$ cat config.mk
export PLATFORM = sky130hd
export DESIGN_NAME = alu_seq_arbiter
export DESIGN_NICKNAME = d
export VERILOG_FILES = /design/src/rtl/alu_seq_arbiter.sv
export SDC_FILE = /design/constraint.sdc
export NUM_CORES = 1
export LEC_CHECK = 0
export CAP_MARGIN = 20
export CORE_AREA = 2 2 75 77
export CTS_BUF_LIST = sky130_fd_sc_hd__clkbuf_4
export DETAILED_ROUTE_END_ITERATION = 10
export DIE_AREA = 0 0 77 79
export PLACE_DENSITY = 0.84
export SETUP_SLACK_MARGIN = 0.15
export SYNTH_ARGS = -nofsm -noshare
export SYNTH_HDL_FRONTEND = slang
export SYNTH_SLANG_ARGS = --single-unit
export TNS_END_PERCENT = 100
$ cat constraint.sdc
create_clock -name CLK -period 2.1 [get_ports CLK]
set_clock_uncertainty 0.2 [all_clocks]
set_input_delay 0.63 -clock CLK [delete_from_list [all_inputs] [get_ports CLK]]
set_output_delay 0.63 -clock CLK [all_outputs]
set_load 0.02 [all_outputs]
$ cat src/rtl/alu_seq_arbiter.sv
// rtl/alu_seq_arbiter.sv - two-port arbiter/sequencer driving a registered ALU
//
// Purpose:
//   Accepts ALU operation requests from two requesters over valid/ready and
//   grants one at a time. It sequences the ALU through an issue cycle and a
//   capture cycle, then returns the result and flags on a single response
//   channel tagged with the requester ID. Illegal opcodes are answered
//   immediately with an error response, and the ALU is never enabled for them.
//
// Configuration macro:
//   ALU_SEQ_FIXED_PRIO_EN - when defined, requester 0 always wins when both
//                           requesters are valid, and no round-robin pointer
//                           exists. When undefined, arbitration is round-robin.
//
// Ports:
//   CLK, RST                     clock, synchronous active-high reset
//   REQx_VALID / REQx_READY      request handshake for requester x (0/1)
//   REQx_OPCODE, REQx_A, REQx_B  request opcode and operands
//   RSP_VALID / RSP_READY        response handshake
//   RSP_ID, RSP_ERR              issuing requester, illegal-opcode flag
//   RSP_DATA, RSP_FLAGS          captured result and {CF,OF,SF,ZF}
//   ALU_EN, ALU_OE               ALU controls
//   ALU_OPCODE, ALU_A, ALU_B     ALU opcode and operands
//   ALU_OUT, ALU_CF/OF/SF/ZF     ALU result and flags

module alu_seq_arbiter #(
    parameter int WIDTH = 8
) (
    input  logic             CLK,
    input  logic             RST,

    input  logic             REQ0_VALID,
    output logic             REQ0_READY,
    input  logic [3:0]       REQ0_OPCODE,
    input  logic [WIDTH-1:0] REQ0_A,
    input  logic [WIDTH-1:0] REQ0_B,

    input  logic             REQ1_VALID,
    output logic             REQ1_READY,
    input  logic [3:0]       REQ1_OPCODE,
    input  logic [WIDTH-1:0] REQ1_A,
    input  logic [WIDTH-1:0] REQ1_B,

    output logic             RSP_VALID,
    input  logic             RSP_READY,
    output logic             RSP_ID,
    output logic             RSP_ERR,
    output logic [WIDTH-1:0] RSP_DATA,
    output logic [3:0]       RSP_FLAGS,

    output logic             ALU_EN,
    output logic             ALU_OE,
    output logic [3:0]       ALU_OPCODE,
    output logic [WIDTH-1:0] ALU_A,
    output logic [WIDTH-1:0] ALU_B,
    input  logic [WIDTH-1:0] ALU_OUT,
    input  logic             ALU_CF,
    input  logic             ALU_OF,
    input  logic             ALU_SF,
    input  logic             ALU_ZF
);

    typedef enum logic [1:0] {
        IDLE    = 2'd0,
        ISSUE   = 2'd1,
        CAPTURE = 2'd2,
        RESP    = 2'd3
    } state_t;

    state_t state;

    // ADD..NOT occupy 0010..0111.
    function automatic logic is_legal(input logic [3:0] op);
        return (op >= 4'b0010) && (op <= 4'b0111);
    endfunction

    // AND/OR/XOR/NOT leave the ALU carry and overflow untouched.
    function automatic logic is_logic_op(input logic [3:0] op);
        return (op >= 4'b0100) && (op <= 4'b0111);
    endfunction

    // ------------------------------------------------------------------
    // Arbitration
    // ------------------------------------------------------------------
    logic             win1;
    logic             can_accept;
    logic             accept;
    logic [3:0]       sel_op;
    logic [WIDTH-1:0] sel_a;
    logic [WIDTH-1:0] sel_b;

`ifdef ALU_SEQ_FIXED_PRIO_EN
    // Requester 1 only wins when requester 0 is idle.
    assign win1 = REQ1_VALID && !REQ0_VALID;
`else
    logic rr_ptr;   // requester that has priority for the next grant

    // Pointer at 1: requester 1 wins whenever it is valid.
    // Pointer at 0: requester 1 wins only when requester 0 is idle.
    assign win1 = rr_ptr ? REQ1_VALID : (REQ1_VALID && !REQ0_VALID);
`endif

    // Ready is combinational in IDLE. It is masked during reset so that every
    // output reads 0 while RST is asserted.
    assign can_accept = (state == IDLE) && !RST;
    assign REQ1_READY = can_accept && win1;
    assign REQ0_READY = can_accept && REQ0_VALID && !win1;
    assign accept     = REQ0_READY || REQ1_READY;

    assign sel_op = win1 ? REQ1_OPCODE : REQ0_OPCODE;
    assign sel_a  = win1 ? REQ1_A      : REQ0_A;
    assign sel_b  = win1 ? REQ1_B      : REQ0_B;

    // ------------------------------------------------------------------
    // Sequencer
    // ------------------------------------------------------------------
    // ALU_OPCODE/A/B double as the latched command. They are loaded only for
    // legal opcodes, so they keep the last issued values through RESP and
    // across illegal requests.
    always_ff @(posedge CLK) begin
        if (RST) begin
            state      <= IDLE;
            RSP_VALID  <= 1'b0;
            RSP_ID     <= 1'b0;
            RSP_ERR    <= 1'b0;
            RSP_DATA   <= '0;
            RSP_FLAGS  <= 4'b0000;
            ALU_EN     <= 1'b0;
            ALU_OE     <= 1'b0;
            ALU_OPCODE <= 4'b0000;
            ALU_A      <= '0;
            ALU_B      <= '0;
`ifndef ALU_SEQ_FIXED_PRIO_EN
            rr_ptr     <= 1'b0;
`endif
        end else begin
            case (state)
                IDLE: begin
                    if (accept) begin
                        RSP_ID <= win1;
`ifndef ALU_SEQ_FIXED_PRIO_EN
                        rr_ptr <= !win1;
`endif
                        if (is_legal(sel_op)) begin
                            ALU_EN     <= 1'b1;
                            ALU_OE     <= 1'b0;
                            ALU_OPCODE <= sel_op;
                            ALU_A      <= sel_a;
                            ALU_B      <= sel_b;
                            RSP_ERR    <= 1'b0;
                            state      <= ISSUE;
                        end else begin
                            // Error response straight away; the ALU is untouched.
                            RSP_ERR   <= 1'b1;
                            RSP_DATA  <= '0;
                            RSP_FLAGS <= 4'b0000;
                            RSP_VALID <= 1'b1;
                            state     <= RESP;
                        end
                    end
                end

                ISSUE: begin
                    // The ALU registers the result at this edge. Keep EN high
                    // for one more cycle so that the recomputed value and the
                    // operand-dependent OF flag remain valid while OE is on.
                    ALU_OE <= 1'b1;
                    state  <= CAPTURE;
                end

                CAPTURE: begin
                    RSP_DATA <= ALU_OUT;
                    if (is_logic_op(ALU_OPCODE)) begin
                        RSP_FLAGS <= {2'b00, ALU_SF, ALU_ZF};
                    end else begin
                        RSP_FLAGS <= {ALU_CF, ALU_OF, ALU_SF, ALU_ZF};
                    end
                    RSP_VALID <= 1'b1;
                    ALU_EN    <= 1'b0;
                    ALU_OE    <= 1'b0;
                    state     <= RESP;
                end

                RESP: begin
                    if (RSP_READY) begin
                        RSP_VALID <= 1'b0;
                        state     <= IDLE;
                    end
                end

                default: begin
                    state <= IDLE;
                end
            endcase
        end
    end

endmodule
Word level (Yosys, flattened, before mapping)

Index checks and enable logic that the tools add are counted.

Eq/ne operators: 7
Reduce and logical (&&, ||, !) cells: 22
Muxes and demuxes: 26
$lt $le $gt $ge: 4

Operator list:

| operator           | count |
|---|---|
| $mux 8             | 4 |
| $mux 4             | 4 |
| $pmux 8 s2         | 1 |
| $reduce_and 3->1   | 4 |
| $mux 1             | 9 |
| $le 4x3->1 const B | 2 |
| $pmux 2 s4         | 1 |
| $pmux 4 s2         | 1 |
| $logic_and 1x1->1  | 7 |
| $mux 2             | 3 |
| $ne 2x2->1 const B | 3 |
| $pmux 1 s3         | 2 |
| $reduce_bool 3->1  | 2 |
| $eq 2x2->1 const B | 2 |
| $ge 4x2->1 const B | 1 |
| $ge 4x3->1 const B | 1 |
| $reduce_and 2->1   | 2 |
| $reduce_and 4->1   | 1 |
| $logic_not 1->1    | 3 |
| $eq 2x1->1 const B | 1 |
| $logic_not 2->1    | 1 |
| $ne 2x1->1 const B | 1 |
| $pmux 1 s2         | 1 |
| $reduce_bool 2->1  | 1 |
| $logic_or 1x1->1   | 1 |

Output and inout bits: 39
Logic and storage cells: 71
Input bits: 57
Bits in registers: 40

Logic depth before layout (Yosys ltp)

Depth in word-level cells: 9
Depth in mapped cells: 8
Mapped depth without buffers: 7

Worst setup path after synthesis

OpenSTA, ideal clock, no wires.

Kind: input port to output port
Start point: input RST
End point: output REQ0_READY
Stages on the path: 4
Data required time: 1.270 ns
Path slack: -0.273 ns
Arrival time: 1.543 ns
Cells stage by stage: clkbuf_1 -> inv_2 -> clkbuf_1 -> and4_1

Word-level cells in the longest chain between the ends: 4

RTL lines:

| item                           | RTL line | RTL |
|---|---|---|
| start: declaration             | 30       | `input logic RST,` |
| $logic_not 1->1                | 105      | `assign can_accept = (state == IDLE) && !RST;` |
| $logic_and 1x1->1              | 105      |  |
| $logic_and 1x1->1 (2 in a row) | 107      | `assign REQ0_READY = can_accept && REQ0_VALID && !win1;` |
| end: declaration               | 33       | `output logic REQ0_READY,` |

No other way between the ends.

Worst setup path in the final report

Start point: register rr_ptr
End point: register ALU_OPCODE[1]

Word-level cells in the longest chain between the ends: 5

RTL lines:

| item                                                  | RTL line | RTL |
|---|---|---|
| start: declaration                                    | 96       | `logic rr_ptr;` |
| start signal: assignment                              | 142      | `rr_ptr <= !win1;` |
| $mux 1 (*)                                            | 100      | `assign win1 = rr_ptr ? REQ1_VALID : (REQ1_VALID && !REQ0_VALID);` |
| $mux 4 or $logic_not 1->1 (tied branches)             | 110, 107 |  |
| $ge 4x2->1 (tied with other cells)                    | 74       | `return (op >= 4'b0010) && (op <= 4'b0111);` |
| $logic_and 1x1->1 or $logic_or 1x1->1 (tied branches) | 74, 108  |  |
| $reduce_and 3->1 (no line)                            | -        |  |
| end signal: assignment                                | 147      | `ALU_OPCODE <= sel_op;` |
| end: declaration                                      | 53       | `output logic [3:0] ALU_OPCODE,` |

Mark *: on every way between the ends. The rest lies on a longest branch, timed or not.
A chain may end at the register's enable or synchronous reset.

==> run metrics <==
worst hold slack=0.251 ns; I/O pin count=96; post-synthesis mux area share=roughly an eighth; multi-input logic area=approximately 0.0013 mm2; final net count=around 400; Util after Layout=between 70 and 80%; Final Power=3.52 mW; compound-gate portion of the synthesized area=between 20% and 30%; clk_lat worst skew=roughly 0.34 ns; mapped cell area=between 0.0015 and 0.002 mm2; outcome=finished, violations left; CP arrival=~2.2 ns; Distinct cells, synth=32; FF+latch count, synth=40; startpoint types=register; total die area=a little over 0.006 mm2; CP dominant cell by count=buf_6; fin crit share=100%; antenna violations before repair=0; Die Wd=77 um; Worst Setup Slack, final=-0.00215 ns; largest family of logic cells by synthesized area=compound AO/OA/AOI/OAI gates; first-pass GRT wire length=approximately 11000 um; synth top area cells=dfxtp_1 43%, mux2i_1 12%, a31o_2 8.4%; PortBufs=between 90 and 100; drt initial violations=57; min-delay worst type=reg -> reg; Cell Pwr Density=between 900 and 1000 mW/mm2; First-pass DRT Iterations=4; asr flop ratio synth=0%; Slew @ Worst Pin=around 0.47 ns; largest net degree at the start of global routing=37; Clock Sink Count=40; Crit. End Element=register; syn_area_per_cell=~9.2 um2; Critical Setup Path Class=reg -> reg; register area=around 800 um2; vias after detailed routing=between 2000 and 2500; CTS tree=done; Worst path max stage delay=approximately 0.34 ns; RSZ-0062 raised after global routing=yes; Avg Vias per Cell=4.98; failing checks=negative setup slack; Sum Neg Setup Slack=-0.00397 ns; aggregate global routing overflow=0; diodes inserted=0; register area share after synthesis=42.7%; final setup vio count=2; GP Congestion=0.814; most frequent cell after synthesis=dfxtp_1; hpwl dp=approximately 4000 um; Avg WL per Cell=around 17 um; chip height=about 79 um; initial core utilization=between 30% and 40%; core area=roughly 0.0053 mm2; post-synth top area cell=dfxtp_1; syn_nets=roughly 270; Tmin final=around 2.1 ns; maximum fanout along the worst path=5; Post-synth top flop=dfxtp_1; XOR/XNOR share of the synthesized area=0%; share of layout cells above drive strength 1=about 36%; Max-Cap Viols=0; vias in the first global route=roughly 2100; Post-Synth Adder-Cell Area=around 4.0%; Leak=roughly 1.8 nW; Slew HR=68.8%; CP cell instances=nand2b_4 > buf_6 > and4bb_4 > buf_6 > o211ai_4 > buf_6 > buf_6 > clkbuf_16 > nor2_4 > a31o_2; filler cell count=between 300 and 400; post-synth top area share=between 40% and 50%; clock buffer count from CTS=5; Max rail drop VDD=between 0.6 and 0.7 mV; buffer depth of the longest clock path=2; fmax=between 400 and 500 MHz; final slew viol count=0; Area growth, synth to finish=105%; Clock transition at path regs=between 0.1 and 0.15 ns; final hold vios=0; Synth Warn #=0; # rows=27; top cells by count, synth=40 x dfxtp_1, 29 x nor2_1, 22 x mux2i_1; Post-route DRC=0; htree depth=2; final wirelength=6900 um; required time of the critical path=~2.2 ns; Mapped Cells=a little over 200; CP max-delay cell=dfxtp_2; Post-synth EDFFs=0; GRT Total Usage=about 22%; Post-DRT Antenna Nets=0; Synth Area in Simple Gates=between 10% and 20%; Clk Tree Root Cell=clkbuf_4
## placed cells by master (no fill, tap or decap), types with 2 or more instances in the layout
master,instances
buf_6,12
a31o_4,11
nor2b_1,2
inv_2,2
clkbuf_4,5
nand2_1,16
nor2_4,10
clkdlybuf4s15_1,7
dlygate4sd2_1,35
o21ai_2,2
buf_2,3
dfxtp_2,3
buf_16,8
a21oi_1,5
clkdlybuf4s50_1,47
buf_4,22
a31o_2,7
buf_12,6
ha_1,5
o21ai_1,12
mux2i_1,22
dfxtp_1,37
clkinv_1,2
nor2_1,18
o21ai_0,2
nand3_2,12
## worst paths after layout
path,from,to,slack (ns),cells after the start
min reg2reg,RSP_DATA[7],RSP_DATA[7],0.25,2
max,rr_ptr,ALU_OPCODE[1],-0.002,10
max reg2reg,rr_ptr,ALU_OPCODE[1],-0.002,10
min,RSP_DATA[7],RSP_DATA[7],0.25,2
## cell families after synthesis
kind of cell,Yosys count
AOI/OAI and AO/OA,50
buffers and inverters,19
DFF,40
muxes,22
and+or+nand+nor,68
adders and majority gates,6
## routing by layer
metal	routed length, um	vias up	GRT usage [%]
li1	-	1002	-
met1	2800	986	25.9
met2	3640	64	40.3
met3	386	6	5.23
met4	72	0	6.25
met5	0	-	0
## power breakdown
| part | switching [mW] | internal [mW] |
|---|---|---|
| registers | 0.0830 | 0.898 |
| clock network | 0.257 | 0.243 |
| logic | 0.950 | 1.09 |
| total | 1.29 | 2.23 |
## layout make-up
cell class                      count  area share, %
Clock buffer                        5          0.977
Clock inverter                      3          0.977
Inverter                            5          0.749
Multi-Input combinational cell    146           33.9
Sequential cell                    40           20.9
Tap cell                           72           2.35
Timing Repair Buffer              142           40.1
## registers in the layout (all words and copies together), names as in the netlist, 2 cells and up
signal      cells
RSP_DATA        8
state           2
ALU_A           8
RSP_FLAGS       4
ALU_OPCODE      4
ALU_B           8
## worst max-delay path, delay by kind of cell (launching register included)
| kind | cells | cell delay, ns |
|---|---|---|
| and+or+nand+nor | 3 | 0.39 |
| AOI/OAI and AO/OA | 2 | 0.44 |
| DFF | 1 | 0.34 |
| buffers and inverters | 5 | 0.64 |
## stage by stage
step	instance area (um2)	setup WS [ns]	std cells
after detailed placement	3080	-0.876	379
after CTS	3750	-0.00594	409
after global routing	3840	-0.0470	413
final	3840	-0.00215	413
after global placement	3080	-0.842	379
after floorplan	1950	0.0440	205
## what timing repair did
item                                    4_1_cts  5_1_grt
cloned                                        8        1
gates resized for setup                     152       15
endpoints found under the setup margin       77       40
pin swaps                                    35       17
setup buffers                                14        3
hold buffers                                  0        0
No activity file was read; power rests on OpenSTA's default activity.
==> RTL change 1 (same settings) <==
Encoding of `state_t`: now Gray code (2 bits for 4 states).
--- a/src/rtl/alu_seq_arbiter.sv
+++ b/src/rtl/alu_seq_arbiter.sv
@@ -61,10 +61,10 @@
 );
 
     typedef enum logic [1:0] {
-        IDLE    = 2'd0,
-        ISSUE   = 2'd1,
-        CAPTURE = 2'd2,
-        RESP    = 2'd3
+        IDLE    = 2'b00,
+        ISSUE   = 2'b01,
+        CAPTURE = 2'b11,
+        RESP    = 2'b10
     } state_t;
 
     state_t state;
Function: no difference found for any inputs over 10 cycles, from zero or initial values and one cycle with RST high; not proved beyond that.
==> RTL change 1 against the original RTL <==
Routed wire length fell by 28%; critical path type is now in -> out; sequential cell count did not move; non-clock buffer count fell by 31; final area fell by 22%; area after synthesis fell by 7.0%; hold slack improved by 0.0066 ns; largest cell class unchanged; worst setup slack improved by 0.033 ns.
Power is not compared: it rests on default switching activity, and its combinational part moved more than twofold at a synthesized area within 25%.
==> RTL change 1: results (changes against the original RTL) <==
Detailed routing
  – Initial DRC count: 24 (was 57)
  – Vias: 1671 (was 2058)
  – Routed WL: 4950 um (was 6900 um)
  – Drt via density: 4.79 (was 4.98)

Place
  – Hpwl dp: 3480 um (was 3960 um)
  – Placed insts: 336 (was 379)
  – Placed Area: 0.00284 mm2 (was 0.00308 mm2)
  – Global placement routability congestion: 0.773 (was 0.814)
  – IO buf count: 95 (unchanged)

Logic synthesis
  – Avg Inst Size Synth: 10.6 um2 (was 9.16 um2)
  – Most instantiated cells after synthesis: dfxtp_1 (40), mux2i_1 (38), nand2b_1 (20) (was dfxtp_1 (40), nor2_1 (29), mux2i_1 (22))
  – Largest family of logic cells by synthesized area: multiplexers (was compound AO/OA/AOI/OAI gates)
  – Multiplexer share of the synthesized area: 0.218 (was 0.117)
  – Compound-Gate Fraction of Synth Area: 0.147 (was 0.205)
  – Top post-synthesis cells by area: dfxtp_1 (46%), mux2i_1 (22%), nand2b_1 (7.2%), a22o_1 (6.0%), nor2_1 (1.5%) (was dfxtp_1 (43%), mux2i_1 (12%), a31o_2 (8.4%), nor2_1 (5.8%), o21ai_0 (4.3%))
  – Adder and majority gate portion of the synthesized area: 0 (was 0.0400)
  – Synth unique cells: 26 (was 32)
  – Syn nets: 222 (was 268)

Global routing
  – Pin count of the biggest net entering global routing: 31 (was 37)
  – Global-route wire length before repair: 8200 um (was 10800 um)
  – Total track usage: 0.168 (was 0.221)
  – Vias in the first global route: 1701 (was 2130)

Critical path
  – Crit-path max FO: 3 (was 5)
  – CP Launch Point: RST (was rr_ptr$_SDFFE_PP0P_)
  – Crit-path slowest cell: and3_1 (was dfxtp_2)
  – Critical path's largest stage delay: 0.20 ns (was 0.34 ns)
  – CP Data Arrival Time: 1.24 ns (was 2.15 ns)

Final layout
  – Fill cells: 515 (was 393)
  – Final core occ: 0.563 (was 0.720)
  – Fin nets: 333 (was 403)
  – Layout cell share with drive strength beyond 1: 0.159 (was 0.358)

Timing
  – Worst-margin pin slew: 0.688 ns (was 0.467 ns)

Outcome
  – Outcome: complete, no violations (was finished with violations)

Hold path
  – Hold wc startpoint: ALU_EN$_SDFFE_PP0P_ (was RSP_DATA[7]$_SDFFE_PP0P_)
-- RTL change 1: critical path: cells and delay by family --
kind | cells | cell delay, ns
buffers and inverters | 2 | 0.22
and+or+nand+nor | 2 | 0.39
-- RTL change 1: logic make-up (layout without fill, tap and decap cells) --
kind of cell	after synthesis	after routing
DFF	40	40
AOI/OAI and AO/OA	30	33
muxes	38	38
and+or+nand+nor	42	42
buffers and inverters	15	124
-- RTL change 1: area by class of cell --
class / count / area share
Tap cell: 72 / 0.0300
Multi-Input combinational cell: 113 / 0.326
Clock buffer: 5 / 0.0125
Sequential cell: 40 / 0.267
Inverter: 5 / 0.00624
Timing Repair Buffer: 111 / 0.344
Clock inverter: 3 / 0.0142
-- RTL change 1: what timing repair did --
action	in CTS	in global routing
resized for setup	71	10
endpoints found under the hold margin	0	0
hold buffers	0	0
pin swaps	7	8
setup buffers	2	0
cloned	3	0
endpoints found under the setup margin	77	27
-- RTL change 1: worst paths after layout --
kind | to | slack, ns | depth (start not counted)
max | REQ1_READY | 0.03 | 4
min | ALU_EN$_SDFFE_PP0P_ | 0.26 | 2
max reg2reg | ALU_A[7]$_SDFFE_PP0P_ | 0.31 | 5
min reg2reg | ALU_EN$_SDFFE_PP0P_ | 0.26 | 2
-- RTL change 1: power groups by stage --
stage	Sequential, mW	Clock, mW	Combinational (mW)
3_3_place_gp	0.848	0	0.468
5_1_grt	0.840	0.564	0.520
3_5_place_dp	0.849	0	0.477
2_1_floorplan	0.899	0	0.186
6_report	0.833	0.509	0.482
4_1_cts	0.834	0.534	0.483
-- RTL change 1: metrics by stage --
| step | TNS (ns) | setup WS [ns] | power (mW) |
|---|---|---|---|
| 2_1_floorplan | 0 | 0.119 | 1.08 |
| 6_report | 0 | 0.0304 | 1.82 |
| 3_3_place_gp | -21.77 | -0.808 | 1.32 |
| 3_5_place_dp | -23.75 | -0.844 | 1.33 |
| 5_1_grt | -0.0317 | -0.0203 | 1.92 |
| 4_1_cts | 0 | 0.0284 | 1.85 |
-- RTL change 1: metal layers --
layer | up-vias | GRT usage | part of all wire
met5 | - | 0 | 0
met4 | 0 | 0.0429 | 0.0081
met3 | 4 | 0.0409 | 0.054
met2 | 59 | 0.295 | 0.50
met1 | 789 | 0.209 | 0.44
li1 | 819 | - | -
==> RTL change 2 (same flow settings) <==
Without the edit above. Set the parameter `WIDTH` to 6 (it was 8).
--- a/src/rtl/alu_seq_arbiter.sv
+++ b/src/rtl/alu_seq_arbiter.sv
@@ -24,7 +24,7 @@
 //   ALU_OUT, ALU_CF/OF/SF/ZF     ALU result and flags
 
 module alu_seq_arbiter #(
-    parameter int WIDTH = 8
+    parameter int WIDTH = 6
 ) (
     input  logic             CLK,
     input  logic             RST,
Ports: changed (8 resized); port bits go from 96 to 80. The function was not compared with the original's and may differ.
==> RTL change 2 against the original RTL <==
Count of clock-buffer cells in the layout is 1 higher; routed wire length is 12% lower; total power is 17% lower; final area is 11% lower; sequential cell count is 6 lower; largest cell class is now multi-input combinational cells; area after synthesis is 4.2% higher; largest power group unchanged; worst setup slack better by 0.022 ns; final cell count is 0.48% lower; synthesized cell count is 10% higher.
==> RTL change 2: results (changes against the original RTL) <==
Final layout
  – Sequential cell area: 683 um2 (was 805 um2)
  – Clock-cell share: 0.0158 (was 0.0195)
  – FF+latch count: 34 (was 40)
  – Fill cells: 483 (was 393)
  – Fin nets: 391 (was 403)
  – Multi-input combinational cell count: 157 (was 146)
  – Area occupied by multi-input gates: 0.00135 mm2 (was 0.00130 mm2)
  – Layout cell share with drive strength beyond 1: 0.283 (was 0.358)

Detailed routing
  – Routed WL per cell: 14.8 um (was 16.7 um)
  – M1 WL: 2490 um (was 2800 um)
  – WL met3: 296 um (was 386 um)
  – Vias: 2123 (was 2058)
  – Initial DRC count: 86 (was 57)

Power
  – Comb pwr: 1.72 mW (was 2.04 mW)
  – Comb power frac: 0.585 (was 0.580)
  – Sequential power: 854 uW (was 981 uW)

Global routing
  – Pin count of the biggest net entering global routing: 19 (was 37)
  – Grt met2 use: 0.384 (was 0.403)
  – Total track usage: 0.201 (was 0.221)
  – M3 GR Usage: 0.0466 (was 0.0523)
  – Vias in the first global route: 2177 (was 2130)
  – Global-route wire length before repair: 9920 um (was 10800 um)

Logic synthesis
  – Synth unique cells: 41 (was 32)
  – Most instantiated cells after synthesis: dfxtp_1 (34), mux2i_1 (32), nand2_1 (21) (was dfxtp_1 (40), nor2_1 (29), mux2i_1 (22))
  – Syn nets: 279 (was 268)

Critical path
  – Delay-heaviest family, CP: flip-flops (was buffers and inverters)
  – CP Data Arrival Time: 1.25 ns (was 2.15 ns)
  – Critical register-to-register path startpoint: state[0]$_SDFFE_PP0P_ (was rr_ptr$_SDFFE_PP0P_)

Place
  – Hpwl dp: 4400 um (was 3960 um)
  – Placed insts: 395 (was 379)
  – Placed Area: 0.00309 mm2 (was 0.00308 mm2)

Outcome
  – Outcome: complete, no violations (was finished with violations)
-- RTL change 2: path summary, 6_finish.rpt --
path,end,depth (start not counted),slack (ns)
worst max-delay path,REQ0_READY,4,0.02
worst min-delay path,RSP_FLAGS[2]$_SDFFE_PP0P_,2,0.26
worst min register to register,RSP_FLAGS[2]$_SDFFE_PP0P_,2,0.26
worst max register to register,RSP_VALID$_SDFFE_PP0P_,8,0.20
-- RTL change 2: repair_timing --
action	in CTS	in global routing
pin swaps	9	13
gates cloned	1	0
resized for setup	91	33
setup endpoints to repair	65	30
setup buffers	5	2
-- RTL change 2: cells by family (layout without fill, tap and decap cells) --
family,count (synthesis),count (layout),share of synthesized area
adder cells (fa/ha/maj),6,6,0.0384
AND/OR/NAND/NOR,82,82,0.226
flip-flops,34,34,0.348
buffers and inverters,35,148,0.0793
multiplexers,33,33,0.170
AO/OA/AOI/OAI,36,36,0.139
